[config.mk]
export PLATFORM = sky130hd
export DESIGN_NAME = analyzer_sequencer
export DESIGN_NICKNAME = d
export VERILOG_FILES = /design/src/rtl/analyzer_sequencer.sv
export SDC_FILE = /design/constraint.sdc
export NUM_CORES = 1
export LEC_CHECK = 0
export ABC_AREA = 0
export CAP_MARGIN = 20
export CELL_PAD_IN_SITES_DETAIL_PLACEMENT = 0
export CELL_PAD_IN_SITES_GLOBAL_PLACEMENT = 1
export CORE_MARGIN = 10
export CORE_UTILIZATION = 30
export CTS_BUF_LIST = sky130_fd_sc_hd__clkbuf_2
export DETAILED_ROUTE_END_ITERATION = 16
export GPL_TIMING_DRIVEN = 0
export PLACE_DENSITY = 0.64
export SLEW_MARGIN = 15
export SYNTH_ARGS = -nofsm -noshare
export SYNTH_HDL_FRONTEND = slang
export SYNTH_SLANG_ARGS = --single-unit
[constraint.sdc]
create_clock -name clk -period 2.9 [get_ports clk]
set_input_delay 0.87 -clock clk [delete_from_list [all_inputs] [get_ports clk]]
set_output_delay 0.87 -clock clk [all_outputs]
set_load 0.1 [all_outputs]
[src/rtl/analyzer_sequencer.sv]
// Runs one latched number through a bank of analyzer units in index order,
// handshaking each with go/done and collecting one result bit per unit.
module analyzer_sequencer #(
  parameter int unsigned N_UNITS = 4,
  parameter int unsigned WIDTH   = 32,
  parameter int unsigned TIMEOUT = 1000
) (
  input  logic               clk,
  input  logic               reset,
  input  logic               start_i,
  input  logic [WIDTH-1:0]   number_i,
  input  logic [N_UNITS-1:0] enable_mask_i,
  output logic               busy_o,
  output logic               done_o,
  output logic [N_UNITS-1:0] flags_o,
  output logic [N_UNITS-1:0] timeout_o,
  output logic [WIDTH-1:0]   unit_number_o,
  output logic [N_UNITS-1:0] unit_go_o,
  input  logic [N_UNITS-1:0] unit_done_i,
  input  logic [N_UNITS-1:0] unit_result_i
);

  localparam int unsigned IDX_W = $clog2(N_UNITS + 1);
  localparam int unsigned TMR_W = 16;

  localparam logic [TMR_W-1:0] TMR_LAST = TMR_W'(TIMEOUT - 1);
  localparam logic [IDX_W-1:0] IDX_END  = IDX_W'(N_UNITS);

  localparam logic [2:0] ST_IDLE    = 3'd0;
  localparam logic [2:0] ST_SELECT  = 3'd1;
  localparam logic [2:0] ST_WAIT    = 3'd2;
  localparam logic [2:0] ST_RELEASE = 3'd3;
  localparam logic [2:0] ST_FINISH  = 3'd4;

  logic [2:0]         state_q,   state_d;
  logic [IDX_W-1:0]   idx_q,     idx_d;
  logic [TMR_W-1:0]   timer_q,   timer_d;
  logic [N_UNITS-1:0] mask_q,    mask_d;
  logic [WIDTH-1:0]   number_q,  number_d;
  logic [N_UNITS-1:0] flags_q,   flags_d;
  logic [N_UNITS-1:0] timeout_q, timeout_d;
  logic [N_UNITS-1:0] go_q,      go_d;
  logic               busy_q,    busy_d;
  logic               done_q,    done_d;

  // One-hot select of the current unit; all-zero once idx reaches N_UNITS
  logic [N_UNITS-1:0] sel_oh_c;
  logic               cur_en_c;
  logic               cur_done_c;
  logic               cur_result_c;

  assign sel_oh_c     = N_UNITS'(1) << idx_q;
  assign cur_en_c     = |(mask_q & sel_oh_c);
  assign cur_done_c   = |(unit_done_i & sel_oh_c);
  assign cur_result_c = |(unit_result_i & sel_oh_c);

  always_ff @(posedge clk or posedge reset) begin
    if (reset) begin
      state_q <= ST_IDLE;
    end else begin
      state_q <= state_d;
    end
  end

  always_comb begin
    state_d   = state_q;
    idx_d     = idx_q;
    timer_d   = timer_q;
    mask_d    = mask_q;
    number_d  = number_q;
    flags_d   = flags_q;
    timeout_d = timeout_q;
    go_d      = '0;
    busy_d    = busy_q;
    done_d    = 1'b0;

    case (state_q)
      ST_IDLE: begin
        busy_d = 1'b0;
        if (start_i) begin
          number_d  = number_i;
          mask_d    = enable_mask_i;
          flags_d   = '0;
          timeout_d = '0;
          idx_d     = '0;
          busy_d    = 1'b1;
          state_d   = ST_SELECT;
        end
      end

      ST_SELECT: begin
        if (idx_q == IDX_END) begin
          done_d  = 1'b1;
          state_d = ST_FINISH;
        end else if (!cur_en_c) begin
          idx_d = idx_q + IDX_W'(1);
        end else begin
          timer_d = '0;
          go_d    = sel_oh_c;
          state_d = ST_WAIT;
        end
      end

      ST_WAIT: begin
        if (cur_done_c) begin
          if (cur_result_c) begin
            flags_d = flags_q | sel_oh_c;
          end
          timer_d = '0;
          state_d = ST_RELEASE;
        end else if (timer_q == TMR_LAST) begin
          timeout_d = timeout_q | sel_oh_c;
          timer_d   = '0;
          state_d   = ST_RELEASE;
        end else begin
          timer_d = timer_q + TMR_W'(1);
          go_d    = sel_oh_c;
        end
      end

      // Go is low here; wait for the unit to fall back to its initial state
      ST_RELEASE: begin
        if (!cur_done_c || (timer_q == TMR_LAST)) begin
          idx_d   = idx_q + IDX_W'(1);
          state_d = ST_SELECT;
        end else begin
          timer_d = timer_q + TMR_W'(1);
        end
      end

      ST_FINISH: begin
        busy_d  = 1'b0;
        state_d = ST_IDLE;
      end

      default: begin
        busy_d  = 1'b0;
        state_d = ST_IDLE;
      end
    endcase
  end

  always_ff @(posedge clk or posedge reset) begin
    if (reset) begin
      idx_q     <= '0;
      timer_q   <= '0;
      mask_q    <= '0;
      number_q  <= '0;
      flags_q   <= '0;
      timeout_q <= '0;
      go_q      <= '0;
      busy_q    <= 1'b0;
      done_q    <= 1'b0;
    end else begin
      idx_q     <= idx_d;
      timer_q   <= timer_d;
      mask_q    <= mask_d;
      number_q  <= number_d;
      flags_q   <= flags_d;
      timeout_q <= timeout_d;
      go_q      <= go_d;
      busy_q    <= busy_d;
      done_q    <= done_d;
    end
  end

  assign busy_o        = busy_q;
  assign done_o        = done_q;
  assign flags_o       = flags_q;
  assign timeout_o     = timeout_q;
  assign unit_number_o = number_q;
  assign unit_go_o     = go_q;

endmodule

==> flow_metrics.py, run 1 <==
metrics = {
    "drt": {
        "vias": 2816,
        "ant_nets": 0,
        "wl_per_cell_um": 17.2,
        "route.detailed.drc": 0,
        "first_pass_iters": 4,
        "via_per_inst": 5.01,
        "drt_iter0_markers": 144,
        "routed_wl_um": 9680,
    },
    "synthesis": {
        "synth.top_cells.by_area": "dfrtp_1, mux2_2, nor2_1",
        "synth_edf_count": 0,
        "async_flop_share_pct": 100,
        "post_synth_inst_count": 307,
        "synth_top_cell_area_share_pct": 52.0,
        "synth_ff_type": "dfrtp_1",
        "synth_area_leader_cell": "dfrtp_1",
        "synth-simple-area-share_pct": 14.5,
        "synth_top_family_by_area": "compound AO/OA/AOI/OAI gates",
        "synth_compound_area_share_pct": 15.3,
        "synth_cell_types": 57,
        "ys_warn_count": 0,
        "avgSynthCellArea_um2": 11.3,
        "syn_nets": 360,
        "synth_xor_area_share_pct": 0,
        "ys_ff_latch": 72,
        "synthAdderAreaFrac_pct": 2.17,
        "muxShareOfSynthArea_pct": 12.6,
        "ys_seq_area_share_pct": 52.0,
        "syn-cell-area_um2": 3460,
    },
    "worst_setup_path": {
        "crit_slowest_cell": "dlygate4sd2_1",
        "startpoint": "unit_number_o[10]",
        "cp_max_fo": 2,
        "cp.required_ns": 2.03,
        "start_kind": "flip-flop",
        "worstPathCellList": "dlygate4sd2_1",
        "worstPathArrival_ns": 1.85,
        "critPathBufInv": 1,
        "end_kind": "output port",
        "criticalPathCategory": "flip-flop to output port",
        "worstRegToRegCells": 8,
        "r2r_end": "timer_q[6]",
        "critical-path-max-stage-delay_ns": 0.87,
        "r2r_start": "idx_q[0]",
        "cp_top_family": "buffers and inverters",
        "reg2reg_slack_ns": 0.28,
    },
    "timing": {
        "max-slew-margin-rel_pct": 33.6,
        "period_share_pct": 93.9,
        "hold_viol_final": 0,
        "fmax_ghz": 0.367,
        "setup_tns_ns": 0,
        "setup-violations-final": 0,
        "worst_pin_slew_ns": 1.00,
        "rsz0062_at_grt": "false",
        "slew_violations": 0,
        "final.setup_skew_ns": 0.0356,
        "min_period_ns": 2.72,
    },
    "die": {
        "die_area_um2": 16200,
        "row_count": 39,
        "coreArea_um2": 11400,
        "die_y_um": 127,
        "start_util_pct": 30.5,
        "die_x_um": 127,
        "num_io_pins": 93,
    },
    "grt": {
        "grt_pass1_wl_um": 16000,
        "grt_overflow_total": 0,
        "grt_usage_pct": 12.3,
        "antenna_found_initial": 0,
        "grt_pass1_vias": 2971,
        "grt_max_degree": 41,
    },
    "cells_and_area": {
        "final_layout_size_suffix_gt1_share_pct": 18.6,
        "finish.instance_area_um2": 4670,
        "nNetsFinal": 467,
        "diodes": 0,
        "area_growth_pct": 34.8,
    },
    "min_path": {
        "hp-start": "flags_o[1]",
        "min_path_type": "flip-flop to flip-flop",
        "min_to": "flags_o[1]",
        "min_path_cells": 2,
    },
    "clock_network": {
        "insertion_delay_ns": 0.56,
        "clk_pin_slew_ns": 0.23,
        "clockBufferDepth": 2,
        "clockRootBuffer": "clkbuf_2",
        "cts_tree": "yes",
        "cts_buffers": 9,
        "h-tree-depth": 3,
        "clock-sinks": 72,
    },
    "placed_design": {
        "io_buffers": 92,
        "hpwlAfterDp_um": 7110,
        "post_dp_cell_area_um2": 4590,
        "gp_congestion": 0.789,
    },
    "run_status": {
        "status": "complete, no violations",
    },
    "job": {
        "cap_violations": 0,
    },
}
## sequential cells by signal (all words and copies together), names as in the netlist
signal and count:
unit_go_o 4, idx_q 3, state_q 3, unit_number_o 32
busy_o 1, timeout_o 4, timer_q 16, mask_q 4
done_o 1, flags_o 4
## what timing repair did
item,in CTS,in global routing
setup endpoints to repair,55,8
pin swaps,1,1
gates cloned,0,0
hold buffers,0,0
gates resized for setup,46,2
setup buffers,2,1
## cell usage after synthesis (2+ instances only)
cell	instances
a21o_1	3
a21oi_1	7
a221oi_1	2
a222oi_1	2
a22o_1	2
a22oi_1	2
a31oi_1	5
and2_1	4
and3_1	3
buf_2	5
clkbuf_1	5
dfrtp_1	72
ha_1	6
inv_1	13
mux2_2	37
mux2i_1	2
nand2_1	19
nand2b_1	3
nand3_1	9
nand4_1	2
nor2_1	27
nor2b_1	5
nor3_1	9
nor3b_1	3
nor4_1	6
o211ai_1	2
o21a_1	7
o21ai_0	3
o22a_1	3
o22ai_1	2
o311ai_1	7
o31ai_1	3
o32ai_1	2
or2_2	2
## area by class of cell
| cell class | count | area [um^2] |
|---|---|---|
| Fill cell | 1137 | 6700 |
| Sequential cell | 72 | 1800 |
| Multi-Input combinational cell | 208 | 1540 |
| Timing Repair Buffer | 96 | 906 |
| Tap cell | 143 | 179 |
| Clock inverter | 7 | 71.3 |
| Buffer | 13 | 68.8 |
| Inverter | 14 | 55.1 |
| Clock buffer | 9 | 45.0 |
## cells in the final DEF (no fill, tap or decap), types with 3 or more instances in the layout
| master | n |
|---|---|
| dfrtp_1 | 72 |
| clkdlybuf4s50_1 | 46 |
| dlygate4sd2_1 | 46 |
| mux2_2 | 37 |
| nor2_1 | 27 |
| nand2_1 | 19 |
| inv_1 | 12 |
| clkbuf_2 | 11 |
| nand3_1 | 9 |
| nor3_1 | 9 |
| a21oi_1 | 7 |
| o21a_1 | 7 |
| o311ai_1 | 7 |
| nor4_1 | 6 |
| ha_1 | 6 |
| buf_2 | 5 |
| a31oi_1 | 5 |
| nor2b_1 | 5 |
| clkbuf_1 | 4 |
| and2_1 | 4 |
| buf_4 | 4 |
| and3_1 | 3 |
| o21ai_0 | 3 |
| nand2b_1 | 3 |
| nor3b_1 | 3 |
| o22a_1 | 3 |
| o31ai_1 | 3 |
| a21o_1 | 3 |
## worst max path at each step
stage,depth (start not counted),end
4_1_cts,1,unit_number_o[3]
5_1_grt,1,unit_number_o[3]
6_report,1,unit_number_o[10]
3_3_place_gp,2,flags_o[0]
3_5_place_dp,4,unit_number_o[5]
2_1_floorplan,1,busy_o
## kinds of logic after synthesis
group / Yosys count
buf+inv: 27
fa+ha+maj: 6
flops: 72
simple gates: 98
compound gates: 65
mux: 39
## layer usage
| metal | up-vias | wire (um) | track usage, % |
|---|---|---|---|
| li1 | 1352 | - | - |
| met1 | 1359 | 4190 | 14.3 |
| met2 | 93 | 4260 | 17.9 |
| met3 | 12 | 1130 | 8.64 |
| met4 | 0 | 108 | 3.08 |
| met5 | - | 0 | 0 |
## stage by stage
stage / setup slack [ns] / util (%) / hold WS [ns] / instances
after detailed placement: -0.355 / 40.3 / 0.489 / 543
after global placement: -1.16 / 40.1 / 0.487 / 542
after CTS: 0.103 / 41.0 / 0.523 / 561
final: 0.177 / 41.1 / 0.519 / 562
after floorplan: 0.205 / - / 0.478 / 307
after global routing: 0.0146 / 41.1 / 0.548 / 562
Power of run 1 is left out: the tool's default activity adds up to more than one toggle a clock period on the data nets, which glitch-free logic cannot reach.
==> inputs of run 2 (changes only) <==
CORE_ASPECT_RATIO = 0.5   (was default)
CORE_UTILIZATION = 39   (was 30)
PLACE_DENSITY = 0.81   (was 0.64)
==> run 2 against run 1 <==
- register-to-register slack lost 0.04 ns
- via count grew 2.4%
- count of clock-buffer cells in the layout is the same
- die area shrank 18%
- setup slack gained 0.025 ns
- worst hold slack gained 0.0034 ns
- non-clock buffer count shrank 1
- clock skew shrank 0.017 ns
- first-iteration DRC count grew 35%
- critical endpoint is now unit_number_o[3]
- highest routed layer unchanged
==> flow_metrics.py, run 2 (same netlist as run 1, synthesis figures left out) <==
metrics = {
    "run_status": {
        "status": "complete, no violations",
    },
    "worst_setup_path": {
        "startpoint": "unit_number_o[3]",
        "worstPathArrival_ns": 1.83,
        "critPathBufInv": 1,
        "r2r_start": "idx_q[0]",
        "crit_slowest_cell": "dlygate4sd2_1",
        "critical-path-max-stage-delay_ns": 0.89,
        "cp_max_fo": 2,
        "cp.required_ns": 2.03,
        "worstPathCellList": "dlygate4sd2_1",
        "start_kind": "flip-flop",
        "cp_top_family": "buffers and inverters",
        "reg2reg_slack_ns": 0.24,
        "criticalPathCategory": "flip-flop to output port",
        "worstRegToRegCells": 7,
        "end_kind": "output port",
        "r2r_end": "idx_q[0]",
    },
    "cells_and_area": {
        "nFillCells": 806,
        "final_cell_mix": "dfrtp_1, clkdlybuf4s50_1, dlygate4sd2_1",
        "largest_register_ff_count": 32,
        "area_growth_pct": 33.2,
        "post-route-util_pct": 53.2,
        "nNetsFinal": 466,
        "mostFrequentLayoutCell": "dfrtp_1",
        "final_layout_size_suffix_gt1_share_pct": 18.2,
    },
    "die": {
        "die_x_um": 153,
        "row_count": 24,
        "die_y_um": 86.6,
        "coreArea_um2": 8680,
        "num_io_pins": 93,
        "start_util_pct": 39.9,
        "die_area_um2": 13300,
    },
    "clock_network": {
        "clk_pin_slew_ns": 0.22,
        "clockBufferDepth": 2,
        "cts_hold_buffers": 0,
        "insertion_delay_ns": 0.54,
        "clock-sinks": 72,
        "h-tree-depth": 3,
        "cts_tree": "yes",
        "clockRootBuffer": "clkbuf_2",
        "cts_buffers": 9,
    },
    "drt": {
        "drt_iter0_markers": 195,
        "route.detailed.drc": 0,
        "ant_nets": 0,
        "routed_wl_um": 9560,
        "wl_per_cell_um": 17.8,
        "first_pass_iters": 5,
        "via_per_inst": 5.38,
        "vias": 2883,
    },
    "timing": {
        "max-slew-margin-rel_pct": 32.6,
        "worst_pin_slew_ns": 1.01,
        "rsz0062_at_grt": "false",
        "hold_viol_final": 0,
        "final.setup_skew_ns": 0.0188,
        "setup-violations-final": 0,
        "slew_violations": 0,
        "min_period_ns": 2.70,
        "period_share_pct": 93.0,
        "fmax_ghz": 0.371,
    },
    "grt": {
        "grt_max_degree": 45,
        "grt_pass1_vias": 3100,
        "grt_overflow_total": 0,
        "antenna_found_initial": 0,
        "grt_usage_pct": 14.7,
        "grt_pass1_wl_um": 16000,
    },
    "min_path": {
        "min_path_type": "flip-flop to flip-flop",
        "min_to": "timer_q[0]",
        "hp-start": "timer_q[0]",
        "min_path_cells": 1,
    },
    "placed_design": {
        "gp_congestion": 0.795,
        "hpwlAfterDp_um": 7320,
        "io_buffers": 92,
    },
    "job": {
        "cap_violations": 0,
    },
}
run 2: worst max path at each step:
stage | to | slack, ns | depth (start not counted)
2_1_floorplan | busy_o | 0.21 | 1
3_3_place_gp | timer_q[7] | -0.93 | 2
3_5_place_dp | unit_number_o[6] | -0.43 | 4
4_1_cts | unit_number_o[3] | 0.15 | 1
5_1_grt | idx_q[0] | 0.007 | 7
6_report | unit_number_o[3] | 0.20 | 1
run 2: repair_timing:
| item | in CTS | in global routing |
|---|---|---|
| buffers inserted | 1 | 0 |
| setup endpoints to repair | 53 | 3 |
| pin swaps | 1 | 1 |
| cloned | 0 | 0 |
| resized for setup | 46 | 2 |
run 2: layout make-up:
class	instances	area, um^2	share of cell area (%)
Inverter	14	55.1	1.19
Multi-Input combinational cell	208	1540	33.4
Antenna cell	1	2.50	0.0542
Clock buffer	9	45.0	0.976
Sequential cell	72	1800	39.0
Buffer	13	68.8	1.49
Tap cell	117	146	3.17
Timing Repair Buffer	95	906	19.6
Clock inverter	7	47.5	1.03
run 2: worst reg2reg max path, delay by kind of cell (launching register included):
family,cells,cell delay (ns)
compound gates,4,1.56
fa+ha+maj,1,0.32
buf+inv,1,0.11
flops,1,0.47
simple gates,1,0.11
run 2: per-layer routing:
layer | GRT usage [%] | part of all wire, % | up-vias | routed length (um)
met5 | 0 | 0 | - | 0
met4 | 4.22 | 1.3 | 0 | 124
met3 | 5.78 | 6.9 | 12 | 657
met2 | 26.2 | 53 | 88 | 5070
met1 | 16.0 | 39 | 1433 | 3700
li1 | - | - | 1350 | -
run 2: metrics by stage:
step	std cells	hold WS, ns	instance area (um^2)	TNS [ns]	setup WS [ns]
after floorplan	307	0.478	3460	0	0.205
after global placement	516	0.483	4530	-80.83	-0.933
after detailed placement	517	0.495	4560	-14.33	-0.430
after CTS	534	0.527	4600	0	0.147
after global routing	535	0.541	4610	0	0.00718
final	536	0.522	4610	0	0.202
Power of run 2 is left out for the same reason.
==> inputs of run 3 (changes only) <==
CELL_PAD_IN_SITES_DETAIL_PLACEMENT = default   (was 0)
CELL_PAD_IN_SITES_GLOBAL_PLACEMENT = default   (was 1)
CORE_UTILIZATION = 50   (was 39)
PLACE_DENSITY = 0.8   (was 0.81)
clock period = 2.5 ns   (was 2.9 ns; I/O delays follow)
==> run 3 against run 2 <==
- via count is 3.9% higher
- first-iteration DRC count fell by 7.2%
- global-route usage grew 3.8 points
- setup slack got worse by 0.079 ns
- clock skew up 0.00059 ns
- non-clock buffer count grew 7
- register-to-register slack got worse by 0.12 ns
- worst hold slack gained 0.0060 ns
==> flow_metrics.py, run 3 (same netlist as run 1, synthesis figures left out) <==
metrics = {
    "run_status": {
        "status": "complete, no violations",
    },
    "cells_and_area": {
        "final_cell_mix": "dfrtp_1, clkdlybuf4s50_1, clkdlybuf4s15_2",
        "largest_register_ff_count": 32,
        "diodes": 0,
        "final_layout_size_suffix_gt1_share_pct": 31.8,
        "mostFrequentLayoutCell": "dfrtp_1",
        "nNetsFinal": 473,
        "area_growth_pct": 40.1,
        "instances_no_fill": 517,
        "nFillCells": 469,
    },
    "worst_setup_path": {
        "path_depth": 9,
        "startpoint": "idx_q[0]",
        "cp_common_cell": "buf_4",
        "r2r_start": "idx_q[0]",
        "cp.required_ns": 2.98,
        "start_kind": "flip-flop",
        "critPathBufInv": 3,
        "worstRegToRegCells": 9,
        "cp_top_family": "compound AO/OA/AOI/OAI gates",
        "worstPathCellList": "buf_4, ha_1, a222oi_1, buf_4, o21a_1, a21oi_4, buf_4, o311ai_1, o21a_1",
        "cp_max_fo": 10,
        "crit_slowest_cell": "dfrtp_1",
        "end_kind": "flip-flop",
        "r2r_end": "timer_q[6]",
        "reg2reg_slack_ns": 0.12,
        "criticalPathCategory": "flip-flop to flip-flop",
        "crit_end": "timer_q[6]",
        "critical-path-max-stage-delay_ns": 0.45,
        "worstPathArrival_ns": 2.86,
    },
    "drt": {
        "ant_nets": 0,
        "route.detailed.drc": 0,
        "drt_iter0_markers": 181,
        "routed_wl_um": 9800,
        "wl_per_cell_um": 19.0,
        "via_per_inst": 5.79,
        "first_pass_iters": 5,
        "vias": 2994,
    },
    "timing": {
        "setup-violations-final": 0,
        "worst_pin_slew_ns": 0.663,
        "final.setup_skew_ns": 0.0194,
        "fmax_ghz": 0.421,
        "min_period_ns": 2.38,
        "hold_viol_final": 0,
        "period_share_pct": 95.1,
        "max-slew-margin-rel_pct": 55.6,
        "slew_violations": 0,
        "hold-worst-slack_ns": 0.528,
    },
    "die": {
        "num_io_pins": 93,
        "die_x_um": 138,
        "row_count": 21,
        "die_y_um": 78.9,
        "coreArea_um2": 6700,
        "start_util_pct": 51.7,
        "die_area_um2": 10900,
    },
    "grt": {
        "grt_pass1_wl_um": 15900,
        "grt_max_degree": 26,
        "grt_pass1_vias": 3100,
        "grt_overflow_total": 0,
        "antenna_found_initial": 0,
        "grt_usage_pct": 18.4,
    },
    "clock_network": {
        "h-tree-depth": 3,
        "clock-sinks": 72,
        "cts_tree": "yes",
        "insertion_delay_ns": 0.54,
        "clk_pin_slew_ns": 0.18,
        "cts_hold_buffers": 0,
        "cts_buffers": 9,
        "clockRootBuffer": "clkbuf_2",
        "clockBufferDepth": 2,
    },
    "placed_design": {
        "gp_congestion": 0.922,
        "place_inst": 493,
        "io_buffers": 92,
        "hpwlAfterDp_um": 7260,
    },
    "job": {
        "cap_violations": 0,
    },
    "min_path": {
        "min_path_type": "flip-flop to flip-flop",
    },
}
==> run 3: cell count changes in the layout (fill, tap and decap cells not counted), moves of 2 or more <==
cell | previous run | this run
clkdlybuf4s15_2 | 0 | 46
dlygate4sd2_1 | 46 | 0
buf_4 | 2 | 10
bufinv_16 | 0 | 2
clkbuf_2 | 11 | 9
==> run 3: how the worst min path moves through the flow <==
stage	cells after the start	from	endpoint
after CTS	1	timer_q[0]	timer_q[0]
after global placement	2	timeout_o[3]	timeout_o[3]
after global routing	1	unit_number_o[26]	unit_number_o[26]
after detailed placement	2	timeout_o[0]	timeout_o[0]
after floorplan	1	timer_q[0]	timer_q[0]
final	1	timer_q[0]	timer_q[0]
==> run 3: cell type report <==
type	count	area (um^2)	area share, %
well taps	92	115	2.37
inverters	14	56.3	1.16
flip-flops and latches	72	1800	37.1
multi-input cells	208	1590	32.7
clock buffers	9	45.0	0.928
plain buffers	13	73.8	1.52
clock inverters	7	86.3	1.78
repair buffers	102	1090	22.4
==> run 3: layer usage <==
layer  vias up  track usage, %  wire, um
li1       1363               -         -
met2       117            32.9      5340
met4         0            6.31       193
met1      1495            19.6      3590
met5         -               0         0
met3        19            7.35       682
==> run 3: worst register-to-register path: stages (launching register included) <==
cell,delay (ns)
dfrtp_1,0.45
buf_4,0.15
ha_1,0.26
a222oi_1,0.33
buf_4,0.20
o21a_1,0.22
a21oi_4,0.10
buf_4,0.19
o311ai_1,0.29
o21a_1,0.16
==> run 3: what timing repair did <==
| action | in CTS | in global routing |
|---|---|---|
| pin swaps | 3 | 1 |
| resized for setup | 141 | 11 |
| setup buffers | 4 | 4 |
| setup endpoints to repair | 69 | 24 |
| cloned | 0 | 0 |
==> run 3: through the flow <==
step	cell area (um^2)	worst slack (ns)	TNS, ns	utilization, %
floorplan	3470	0.142	0	-
global placement	4500	-0.612	-27.81	67.2
detailed placement	4550	-0.599	-28.06	67.9
CTS	4780	0.0206	0	71.4
global route	4850	-0.0112	-0.0182	72.4
finish	4850	0.123	0	72.4
Power of run 3 is left out for the same reason.
